$ cat config.mk
export PLATFORM = sky130hd
export DESIGN_NAME = clz_denormalizer
export DESIGN_NICKNAME = d
export VERILOG_FILES = /design/src/rtl/clz_denormalizer.sv
export SDC_FILE = /design/constraint.sdc
export NUM_CORES = 1
export LEC_CHECK = 0
export ABC_AREA = 1
export CAP_MARGIN = 30
export CORE_MARGIN = 2
export CORE_UTILIZATION = 55
export CTS_BUF_LIST = sky130_fd_sc_hd__clkbuf_16
export CTS_CLUSTER_DIAMETER = 120
export DETAILED_ROUTE_END_ITERATION = 10
export DONT_BUFFER_PORTS = 1
export PLACE_DENSITY = 0.7
export SYNTH_ARGS = -nofsm -noshare
export SYNTH_HDL_FRONTEND = slang
export SYNTH_SLANG_ARGS = --single-unit
$ cat constraint.sdc
create_clock -name clk -period 2.46 [get_ports clk]
set_clock_uncertainty 0.2 [all_clocks]
set_input_delay 0.123 -clock clk [delete_from_list [all_inputs] [get_ports clk]]
set_output_delay 0.123 -clock clk [all_outputs]
set_load 0.01 [all_outputs]
$ cat src/rtl/clz_denormalizer.sv
// Restores a left-normalized operand by right-shifting it by its leading-zero count.
// The shift is a 5-stage logarithmic shifter, one stage per clock, with valid/ready handshakes on both sides.
module clz_denormalizer #(
    parameter bit SIGN_FILL = 1'b0
) (
    input  logic        clk,
    input  logic        rst_n,
    input  logic        in_valid,
    output logic        in_ready,
    input  logic [31:0] in_data,
    input  logic [31:0] in_count,
    output logic        out_valid,
    input  logic        out_ready,
    output logic [31:0] out_data,
    output logic        out_err
);

    localparam int unsigned DW = 32;
    localparam int unsigned AW = 5;
    localparam int unsigned SW = 3;

    typedef enum logic [1:0] {
        IDLE  = 2'd0,
        SHIFT = 2'd1,
        DONE  = 2'd2
    } state_t;

    state_t        state_q, state_d;
    logic [SW-1:0] step_q, step_d;
    logic [AW-1:0] amt_q, amt_d;
    logic          fill_q, fill_d;
    logic [DW-1:0] data_q, data_d;
    logic          err_q, err_d;
    logic          in_ready_q;
    logic          out_valid_q;
    logic          cnt_err;
    logic          cnt_full;
    logic          fill_in;

    assign cnt_err  = (|in_count[31:6]) || (in_count[5:0] > 6'd32);
    assign cnt_full = (in_count == 32'd32);
    assign fill_in  = SIGN_FILL ? in_data[31] : 1'b0;

    // Next-state, accept capture and one shifter stage per SHIFT cycle.
    always_comb begin
        state_d = state_q;
        step_d  = step_q;
        amt_d   = amt_q;
        fill_d  = fill_q;
        data_d  = data_q;
        err_d   = err_q;
        unique case (state_q)
            IDLE: begin
                if (in_valid) begin
                    fill_d  = fill_in;
                    step_d  = '0;
                    state_d = SHIFT;
                    if (cnt_err) begin
                        data_d = '0;
                        amt_d  = '0;
                        err_d  = 1'b1;
                    end else if (cnt_full) begin
                        data_d = {DW{fill_in}};
                        amt_d  = '0;
                        err_d  = 1'b0;
                    end else begin
                        data_d = in_data;
                        amt_d  = in_count[AW-1:0];
                        err_d  = 1'b0;
                    end
                end
            end
            SHIFT: begin
                unique case (step_q)
                    3'd0: if (amt_q[4]) data_d = {{16{fill_q}}, data_q[31:16]};
                    3'd1: if (amt_q[3]) data_d = {{8{fill_q}},  data_q[31:8]};
                    3'd2: if (amt_q[2]) data_d = {{4{fill_q}},  data_q[31:4]};
                    3'd3: if (amt_q[1]) data_d = {{2{fill_q}},  data_q[31:2]};
                    default: if (amt_q[0]) data_d = {fill_q, data_q[31:1]};
                endcase
                if (step_q == 3'd4) begin
                    state_d = DONE;
                end else begin
                    step_d = step_q + SW'(1);
                end
            end
            DONE: begin
                if (out_ready) state_d = IDLE;
            end
            default: state_d = IDLE;
        endcase
    end

    // Handshake flags are registered from the next state so they carry no input path.
    always_ff @(posedge clk or negedge rst_n) begin
        if (!rst_n) begin
            state_q     <= IDLE;
            step_q      <= '0;
            amt_q       <= '0;
            fill_q      <= 1'b0;
            data_q      <= '0;
            err_q       <= 1'b0;
            in_ready_q  <= 1'b1;
            out_valid_q <= 1'b0;
        end else begin
            state_q     <= state_d;
            step_q      <= step_d;
            amt_q       <= amt_d;
            fill_q      <= fill_d;
            data_q      <= data_d;
            err_q       <= err_d;
            in_ready_q  <= (state_d == IDLE);
            out_valid_q <= (state_d == DONE);
        end
    end

    assign in_ready  = in_ready_q;
    assign out_valid = out_valid_q;
    assign out_data  = data_q;
    assign out_err   = err_q;

endmodule

## Yosys cells after proc, flatten, opt, wreduce, memory -nomap -nowiden

Index checks and enable logic that the tools add are counted.

- Flip-flop bits (word level): 45
- Input bits: 68
- Output and inout bits: 35
- Word-level logic and storage cells: 53

- Add/sub/neg operators: 1
- $lt $le $gt $ge: 1
- Equality and inequality tests: 15
- Muxes and demuxes: 20
- Reductions and logical operators: 9

Operators by type and width:

| operator | count |
|---|---|
| $mux 32 | 8 |
| $pmux 32 s4 | 1 |
| $pmux 32 s2 | 1 |
| $eq 32x6->1 const B | 1 |
| $reduce_or 26->1 | 1 |
| $ne 3x3->1 const B | 4 |
| $mux 5 | 2 |
| $reduce_and 7->1 | 1 |
| $eq 3x2->1 const B | 2 |
| $gt 6x6->1 const B | 1 |
| $mux 2 | 3 |
| $mux 3 | 2 |
| $ne 6x2->1 const B | 1 |
| $pmux 2 s3 | 1 |
| $pmux 3 s2 | 1 |
| $eq 2x2->1 const B | 2 |
| $logic_not 2->1 | 2 |
| $ne 2x2->1 const B | 2 |
| $add 3x1->3 const B | 1 |
| $eq 3x1->1 const B | 1 |
| $eq 3x3->1 const B | 1 |
| $logic_not 3->1 | 1 |
| $reduce_and 3->1 | 1 |
| $eq 2x1->1 const B | 1 |
| other kinds (4) | 4 |

## Longest topological paths before layout

Gate-level depths: netlist of run 1.

- Depth in word-level cells: 5
- Depth in mapped cells: 14
- Gate-level depth less buffers: 11

## Worst setup path after synthesis of run 1

OpenSTA, ideal clock, no wires.

- Path type: register to register
- Start: register step_q[2]
- End: register data_q[16] (netlist: out_data[16])
- Library setup time: 77 ps
- Arrival time: 1897 ps
- Data required time: 2183 ps
- Path slack: 286 ps
- Stages on the path, launching flop included: 13
- Path buffers: 4
- Clock period less this slack: 2174 ps
- Cells stage by stage: dfrtp_1 inv_2 buf_2 buf_4 ha_1 buf_2 buf_1 nand2_1 nand3_1 nor2_1 nor2_1 nor2_1 a21oi_1

- Longest elaborated chain between the ends: 3
- Elaborated cells between the ends (all ways): 12
- Classes of those cells: 8 x eq/ne; 2 x mux; 2 x reduce/logical

Ends and longest elaborated chain:

| what | RTL line | RTL |
|---|---|---|
| from (decl) | 29 | `logic [SW-1:0] step_q, step_d;` |
| from (signal assigned) | 107 | `step_q <= step_d;` |
| $eq 3x2->1 (tied with other cells) | 74 | `unique case (step_q)` |
| $ne 6x2->1 (no source line) (tied with other cells) | n/a |  |
| $reduce_and 7->1 (no source line) / $pmux 32 s2 (equally long branches) | n/a |  |
| to (signal assigned) | 110 | `data_q <= data_d;` |
| to (decl) | 32 | `logic [DW-1:0] data_q, data_d;` |

Several ways; a longest one is shown, not always the timed one.
A chain may end at the register's enable or synchronous reset.

## Worst setup path in the final report of run 1

- Start: register step_q[0]
- End: register data_q[30] (netlist: out_data[30])

Same word-level chain as after synthesis.

==> flow_summary.ini, run 1 <==
[routing]
top_layer_used = met4
wl_um = 11500
wl_met1_um = 5160
wl_per_cell_um = 13.7
vias = 4387
met2_length_um = 5370
drc_errors = 0
vias_per_cell = 5.24
drt_first_pass_iters = 6
met3_length_um = 839
ant_nets = 0
drtIter0Drc = 257

[cts]
clkLatencyLatePin_ns = 0.29
cts_inserted_buffers = 5
cts_resized = 0
clk_pin_slew_worst_paths_ns = 0.07
h-tree-depth = 2
clockBufferDepth = 2
clockRootBuffer = clkbuf_16
cts_tree = built
cts.sinks = 45
cts_setup_buffers = 0
cts_hold_buf = 41

[timing]
holdWs_ns = 0.0297
setup_viol = 0
slew_headroom_pct = 67.1
hold_viol_final = 0
fin_tns_setup_ns = 0
finalWorstSetupSlack_ns = 0.276
fmax_mhz = 458
tightest_slew_ns = 0.494
finalCritPeriodShare_pct = 88.8
period_needed_ns = 2.18
rsz0062_at_grt = false
final_max_slew_viol_count = 0

[power_and_ir_drop]
irDropWorstVdd_v = 0.000823
p_total_w = 0.00700
powerDensity_mw_per_mm2 = 1530
p_leak_nw = 2.37

[critical_path]
cp-start-kind = register
rrSetupSlack_ns = 0.28
critical_path_class = register to register
endpoint_kind = register
reg2reg_depth = 10
timing.rr.start = step_q[0]
critPathArrivalTime_ns = 2.20
reg2reg_to = out_data[30]
crit_fanout = 59
required_ns = 2.48

[floorplan]
core.rowCount = 30
die-area_mm2 = 0.00790
initial_utilization_pct = 57.7
core_area_mm2 = 0.00687
die_w_um = 88.9
ioPinCount = 103
die_h_um = 88.9

[yosys]
syn_area_mm2 = 0.00397
yosys.area.top_type_share_pct = 27.8
synth-seq-cells = 45
synth_warnings = 0
synth_fp_nets = 793
ys_seq_area_share_pct = 28.4
synth_top_cell_by_area = dfrtp_1
synthTopCellsByArea = dfrtp_1 28%, nand2_1 23%, nor2_1 17%, nand3_1 10%, inv_1 7.2%
synthCells = 719
synthDistinctLibCells = 24
synth.avg_cell_area_um2 = 5.51

[hold_path]
worstHoldPathCells = 3
hp-class = primary input to register
hold-path-endpoint = amt_q[0]
worstHoldStart = in_valid

[final_layout]
nNetsFinal = 814
drive_gt1_share_pct = 4.18
final_cell_mix = 239 x nand2_1, 176 x nor2_1, 80 x nand3_1
n_antenna_cell = 0
area_growth_pct = 15.3
multiInputGateArea_mm2 = 0.00234
seq_area_mm2 = 0.00113
layout.cells.non_filler = 837
fillers = 650
layout_commonest_cell = nand2_1

[flow_run]
maxCapViolCount = 0

[global_route]
grt_max_degree = 60
antenna_found_initial = 0
grt_pass1_wl_um = 19000
grt_pass1_vias = 3924
gr-usage-all-layers_pct = 30.3
grt-ovfl-total = 0

[outcome]
status = complete, no violations

[placed_design]
pre_cts_ws_ns = 0.314
port_buffers = 0
dp.cells = 788
gp_congestion = 0.879
dp_hpwl_um = 7590
logic make-up after synthesis:
logic type / after synthesis / synth area share [%]
adders and majority gates: 6 / 1.89
and+or+nand+nor: 505 / 51.2
buffers and inverters: 119 / 12.7
AOI/OAI and AO/OA: 44 / 5.71
DFF: 45 / 28.4
state kept, by name (all words and copies together) (netlist names):
signal and flops:
amt_q 5, in_ready 1, out_data 32, out_err 1, out_valid 1, state_q 2, step_q 3
synthesized netlist by cell type, drive strengths merged:
cell / number
dfrtp: 44
nor2: 181
a21oi: 31
nand4: 1
o21ai: 9
nand3: 80
inv: 79
dfstp: 1
nor2b: 1
o22ai: 3
o21a: 1
nor3: 1
buf: 33
nand2: 241
clkbuf: 7
ha: 6
stage by stage:
stage,area (µm²),util (%)
6_report,4570,66.5
5_1_grt,4570,66.5
4_1_cts,4570,66.5
3_5_place_dp,4000,58.3
3_3_place_gp,4000,58.3
2_1_floorplan,3970,-
critical path, cell delays in order, from the launching register on:
cell and delay, ns:
dfrtp_1 0.43, ha_1 0.24, ha_1 0.20, inv_1 0.05, nand2_1 0.08, nor2_4 0.15, buf_12 0.24, inv_1 0.11
nor3_1 0.17, nor2_1 0.07, a21oi_1 0.13
worst max-delay path by stage:
stage / start / endpoint / slack, ns
floorplan: step_q[2] / out_data[16] / 0.29
global placement: step_q[0] / out_data[28] / 0.39
detailed placement: step_q[0] / out_data[30] / 0.31
CTS: step_q[0] / out_data[30] / 0.30
global route: step_q[2] / out_data[14] / 0.13
finish: step_q[0] / out_data[30] / 0.28
report_power, final:
part           internal (W)  switching, W
clock network      0.000370      0.000293
logic               0.00162       0.00286
registers           0.00110      0.000765
total               0.00309       0.00391
final cells by class:
class	count	share of cell area (%)
Clock inverter	3	0.328
Sequential cell	45	24.7
Multi-Input combinational cell	555	51.1
Clock buffer	5	2.74
Inverter	79	6.49
Tap cell	96	2.63
Timing Repair Buffer	54	12.0
routing by layer:
metal	vias to the layer above	GRT usage (%)
met2	178	51.2
met1	1973	41.2
li1	2222	-
met4	0	6.47
met3	14	4.71
met5	-	0
Power figures use the tool's default switching activity.
==> run 2: changes to the inputs <==
--- a/config.mk
+++ b/config.mk
@@ -11,5 +11,6 @@
 export CORE_UTILIZATION = 55
 export CTS_BUF_LIST = sky130_fd_sc_hd__clkbuf_16
-export CTS_CLUSTER_DIAMETER = 120
+export CTS_CLUSTER_DIAMETER = 50
+export CTS_CLUSTER_SIZE = 10
 export DETAILED_ROUTE_END_ITERATION = 10
 export DONT_BUFFER_PORTS = 1
==> constraint.sdc (replaced) <==
create_clock -name clk -period 2.46 [get_ports clk]
set_clock_uncertainty 0.2 [all_clocks]
set_input_delay 0 -clock clk [delete_from_list [all_inputs] [get_ports clk]]
set_output_delay 0 -clock clk [all_outputs]
set_load 0.01 [all_outputs]
==> run 2 against run 1 <==
Compared with the run above:
- the flow now finishes with violations (hold timing)
- power rose by 0.46%
- first-iteration DRC count is 22% higher
- core utilization grew 2.4 points
- worst hold slack got worse by 0.040 ns
- critical path depth up 1
- die area unchanged
- non-clock buffer count rose by 16
- critical endpoint is now out_data[28]
==> flow_summary.ini, run 2 (same netlist as run 1, synthesis figures left out) <==
[outcome]
status = finished, violations left
violations = hold timing

[critical_path]
critPathLaunch = step_q[0]
critical_path_class = register to register
worstPathCellList = ha_1 > ha_1 > inv_1 > nand2_1 > nor2_4 > buf_12 > inv_1 > nand3_1 > nand2_1 > nor2_1 > a21oi_1
rrSetupSlack_ns = 0.26
reg2reg_depth = 11
crit_slowest_cell = dfrtp_1
cp-start-kind = register
reg2reg_to = out_data[28]
required_ns = 2.44
crit_fanout = 59
slowest_delay_ns = 0.42
critPathArrivalTime_ns = 2.18
endpoint_kind = register
timing.rr.start = step_q[0]

[placed_design]
pre_cts_ws_ns = 0.270
gp_congestion = 0.869
dp_hpwl_um = 7680
placed_cell_area_mm2 = 0.00400
port_buffers = 0

[cts]
h-tree-depth = 2
clockBufferDepth = 2
clkLatencyLatePin_ns = 0.29
clockRootBuffer = clkbuf_16
cts.sinks = 45
cts_setup_buffers = 0
cts_tree = built
clk_pin_slew_worst_paths_ns = 0.07
cts_inserted_buffers = 5

[final_layout]
final_cell_area_mm2 = 0.00474
multiInputGateArea_mm2 = 0.00234
final_cell_mix = 239 x nand2_1, 176 x nor2_1, 80 x nand3_1
nNetsFinal = 830
layout_commonest_cell = nand2_1
n_antenna_cell = 0
drive_gt1_share_pct = 4.36
finalCoreUtilization_pct = 68.9
largest_reg_flops = 32
area_growth_pct = 19.4
seq_area_mm2 = 0.00113
fillers = 642

[timing]
hold_viol_final = 1
rsz0062_at_grt = false
period_needed_ns = 2.20
fmax_mhz = 455
tightest_slew_ns = 0.488
fin_tns_setup_ns = 0
holdWs_ns = -0.0106
slew_headroom_pct = 67.5
finalCritPeriodShare_pct = 89.3
final_max_slew_viol_count = 0
setup_viol = 0
finalWorstSetupSlack_ns = 0.264

[hold_path]
worstHoldPathCells = 5
hp-class = primary input to register
worstHoldStart = in_count[18]
hold-path-endpoint = out_data[31]

[routing]
ant_nets = 0
drtIter0Drc = 313
vias_per_cell = 5.22
drt_first_pass_iters = 5
wl_per_cell_um = 13.8
wl_um = 11800
drc_errors = 0
vias = 4454

[floorplan]
die_w_um = 88.9
core.rowCount = 30
ioPinCount = 103
die-area_mm2 = 0.00790
die_h_um = 88.9
initial_utilization_pct = 57.7
core_area_mm2 = 0.00687

[global_route]
grt_pass1_vias = 4035
gr-usage-all-layers_pct = 30.9
grt-ovfl-total = 0
grt_pass1_wl_um = 19300
grt_max_degree = 60
antenna_found_initial = 0

[power_and_ir_drop]
irDropWorstVdd_v = 0.000736
p_total_w = 0.00704
p_leak_nw = 2.39
powerDensity_mw_per_mm2 = 1490

[flow_run]
maxCapViolCount = 0
run 2: cell types whose count changed in the layout (fill, tap and decap cells not counted):
cell           change
dlygate4sd3_1     +16
clkinv_2           +2
clkinv_1           -1
inv_1              -1
inv_2              -1
inv_4              +1
run 2: worst max-delay path by stage:
stage                         to  slack [ns]  depth (start not counted)
finish              out_data[28]        0.26                         11
CTS                  out_data[3]        0.25                         12
global placement    out_data[28]        0.40                         11
detailed placement   out_data[3]        0.27                         12
global route        out_data[29]        0.05                         11
floorplan           out_data[16]        0.29                         12
run 2: critical path, delay by kind of cell (launching register included):
kind	cells	cell delay [ns]
compound gates	1	0.08
buf+inv	3	0.43
fa+ha+maj	2	0.46
flops	1	0.42
simple gates	5	0.48
run 2: area by class of cell:
cell class	instances	share of cell area, %
clock buffer	5	2.64
inverter	79	6.31
clock inverter	3	0.370
sequential	45	23.8
timing repair buffer	70	15.0
multi-input combinational	555	49.3
tap	96	2.54
run 2: stage by stage:
stage	std cells	hold WS, ns
floorplan	719	-0.496
global placement	788	-0.495
detailed placement	788	-0.494
CTS	853	0.00164
global route	853	0.0338
finish	853	-0.0106
run 2: power breakdown:
group | internal (W) | switching, W | total (W)
clock | 0.000373 | 0.000304 | 0.000678
combinational | 0.00163 | 0.00286 | 0.00448
sequential | 0.00110 | 0.000774 | 0.00187
total | 0.00310 | 0.00394 | 0.00704
run 2: timing repair:
item                                   4_1_cts  5_1_grt
gates resized for setup                      0        1
hold buffers                                57        0
endpoints found under the hold margin       87        0
setup endpoints to repair                    0        1
run 2: metal layers:
| layer | vias up | wire length (µm) | GRT usage (%) |
|---|---|---|---|
| met5 | - | 0 | 0 |
| met4 | 0 | 144 | 8.13 |
| met3 | 15 | 882 | 6.00 |
| met2 | 178 | 5590 | 51.1 |
| met1 | 2006 | 5140 | 41.6 |
| li1 | 2255 | - | - |
==> run 3: changes to the inputs <==
Settings changed: CORE_ASPECT_RATIO set to 1.75.
==> run 3 against run 2 <==
Compared with the run above:
- the flow now finishes without violations
- count of clock-buffer cells in the layout unchanged
- core utilization down 1.4 points
- power increased by 0.18%
- global-route usage down 0.49 points
- die area rose by 0.34%
- highest routed layer unchanged
- register-to-register slack got worse by 0.04 ns
- design area up 0.95%
- critical path depth down 1
- via count down 0.36%
- worst setup slack worse by 0.039 ns
==> flow_summary.ini, run 3 (same netlist as run 1, synthesis figures left out) <==
[global_route]
grt_pass1_wl_um = 18600
gr-usage-all-layers_pct = 30.4
grt-ovfl-total = 0
grt_max_degree = 57
grt_pass1_vias = 4025
antenna_found_initial = 0

[final_layout]
multiInputGateArea_mm2 = 0.00234
layout_commonest_cell = nand2_1
nNetsFinal = 835
fillers = 679
seq_area_mm2 = 0.00113
n_antenna_cell = 0
drive_gt1_share_pct = 4.46
area_growth_pct = 20.6
final_cell_mix = 239 x nand2_1, 176 x nor2_1, 80 x nand3_1
largest_reg_flops = 32

[routing]
wl_per_cell_um = 13.5
drc_errors = 0
wl_um = 11400
drtIter0Drc = 279
ant_nets = 0
vias = 4438
drt_first_pass_iters = 5
vias_per_cell = 5.23

[floorplan]
core_area_mm2 = 0.00708
ioPinCount = 103
die_w_um = 68.2
initial_utilization_pct = 56.0
die-area_mm2 = 0.00793
core.rowCount = 41
die_h_um = 116

[power_and_ir_drop]
powerDensity_mw_per_mm2 = 1470
swShare_pct = 54.7
p_switching_w = 0.00385
p_leak_nw = 2.41
irDropWorstVdd_v = 0.000960
internal_power_w = 0.00320
seqPwrFrac_pct = 26.5
p_clk_share_pct = 11.0
p_comb_share_pct = 62.5

[cts]
h-tree-depth = 2
clockRootBuffer = clkbuf_16
clk_pin_slew_worst_paths_ns = 0.07
cts_tree = built
cts_setup_buffers = 0
cts_inserted_buffers = 5
clkLatencyLatePin_ns = 0.29
clockBufferDepth = 2
cts.sinks = 45

[critical_path]
reg2reg_to = out_data[10]
rrSetupSlack_ns = 0.23
timing.rr.start = step_q[0]
crit_fanout = 31
required_ns = 2.47
reg2reg_depth = 10
critical_path_class = register to register
critPathArrivalTime_ns = 2.24
endpoint_kind = register
cp-start-kind = register

[timing]
finalWorstSetupSlack_ns = 0.225
period_needed_ns = 2.23
rsz0062_at_grt = false
tightest_slew_ns = 0.513
hold_viol_final = 0
fmax_mhz = 448
fin_tns_setup_ns = 0
setup_viol = 0
slew_headroom_pct = 65.7
final_max_slew_viol_count = 0
finalCritPeriodShare_pct = 90.8

[outcome]
status = complete, no violations

[hold_path]
hp-class = primary input to async pin

[placed_design]
dp_hpwl_um = 7770
gp_congestion = 0.884
port_buffers = 0
pre_cts_ws_ns = 0.246

[flow_run]
maxCapViolCount = 0
run 3: changes by cell type in the layout (fill, tap and decap cells not counted), sizes merged:
cell,delta
buf,+2
bufinv,+1
clkinv,-1
dlygate4sd3,+3
run 3: worst max-delay path by stage:
stage	startpoint	endpoint	slack, ns	cells past startpoint
finish	step_q[0]	out_data[10]	0.23	10
global route	step_q[0]	out_data[30]	0.03	10
floorplan	step_q[2]	out_data[16]	0.29	12
detailed placement	step_q[0]	out_data[7]	0.25	10
global placement	step_q[0]	out_data[30]	0.32	10
CTS	step_q[0]	out_data[7]	0.23	10
run 3: repair_timing:
item                                    4_1_cts  5_1_grt
hold buffers                                 60        0
resized for setup                             0        1
endpoints found under the hold margin        89        0
endpoints found under the setup margin        0        1
run 3: final cells by class:
class / instances / area share (%)
clock buffers: 5 / 2.62
well taps: 86 / 2.25
multi-input cells: 555 / 48.9
flip-flops and latches: 45 / 23.6
repair buffers: 75 / 15.6
inverters: 79 / 6.20
clock inverters: 3 / 0.864
run 3: worst max-delay path, stage by stage (launching register included):
cell and delay [ns]:
dfrtp_1 0.42, ha_1 0.23, ha_1 0.22, inv_1 0.06, nand2_1 0.08, nor2_4 0.16
nand2_1 0.08, nand2_2 0.08, buf_4 0.33, nor2_1 0.09, a21oi_1 0.19
run 3: power groups by stage:
stage          Sequential [W]  Clock (W)  Combinational (W)
2_1_floorplan         0.00161          0            0.00358
3_3_place_gp          0.00185          0            0.00418
3_5_place_dp          0.00186          0            0.00430
4_1_cts               0.00185   0.000792            0.00439
5_1_grt               0.00192   0.000818            0.00512
6_report              0.00187   0.000776            0.00441
run 3: through the flow:
| stage | total power (W) | cells | hold WS, ns | cell area, µm² | util (%) |
|---|---|---|---|---|---|
| 4_1_cts | 0.00703 | 848 | 0.0175 | 4780 | 67.5 |
| 3_3_place_gp | 0.00603 | 780 | -0.494 | 3990 | 56.4 |
| 5_1_grt | 0.00785 | 848 | 0.0293 | 4780 | 67.5 |
| 3_5_place_dp | 0.00616 | 780 | -0.494 | 3990 | 56.4 |
| 2_1_floorplan | 0.00519 | 719 | -0.496 | 3970 | - |
| 6_report | 0.00705 | 848 | 0.000716 | 4780 | 67.5 |
run 3: routing by layer:
layer,GRT usage (%),wire length [µm],vias up
met5,0,0,-
met4,10.8,192,0
met3,5.68,629,13
met2,56.6,6300,141
met1,33.0,4310,2014
li1,-,-,2270
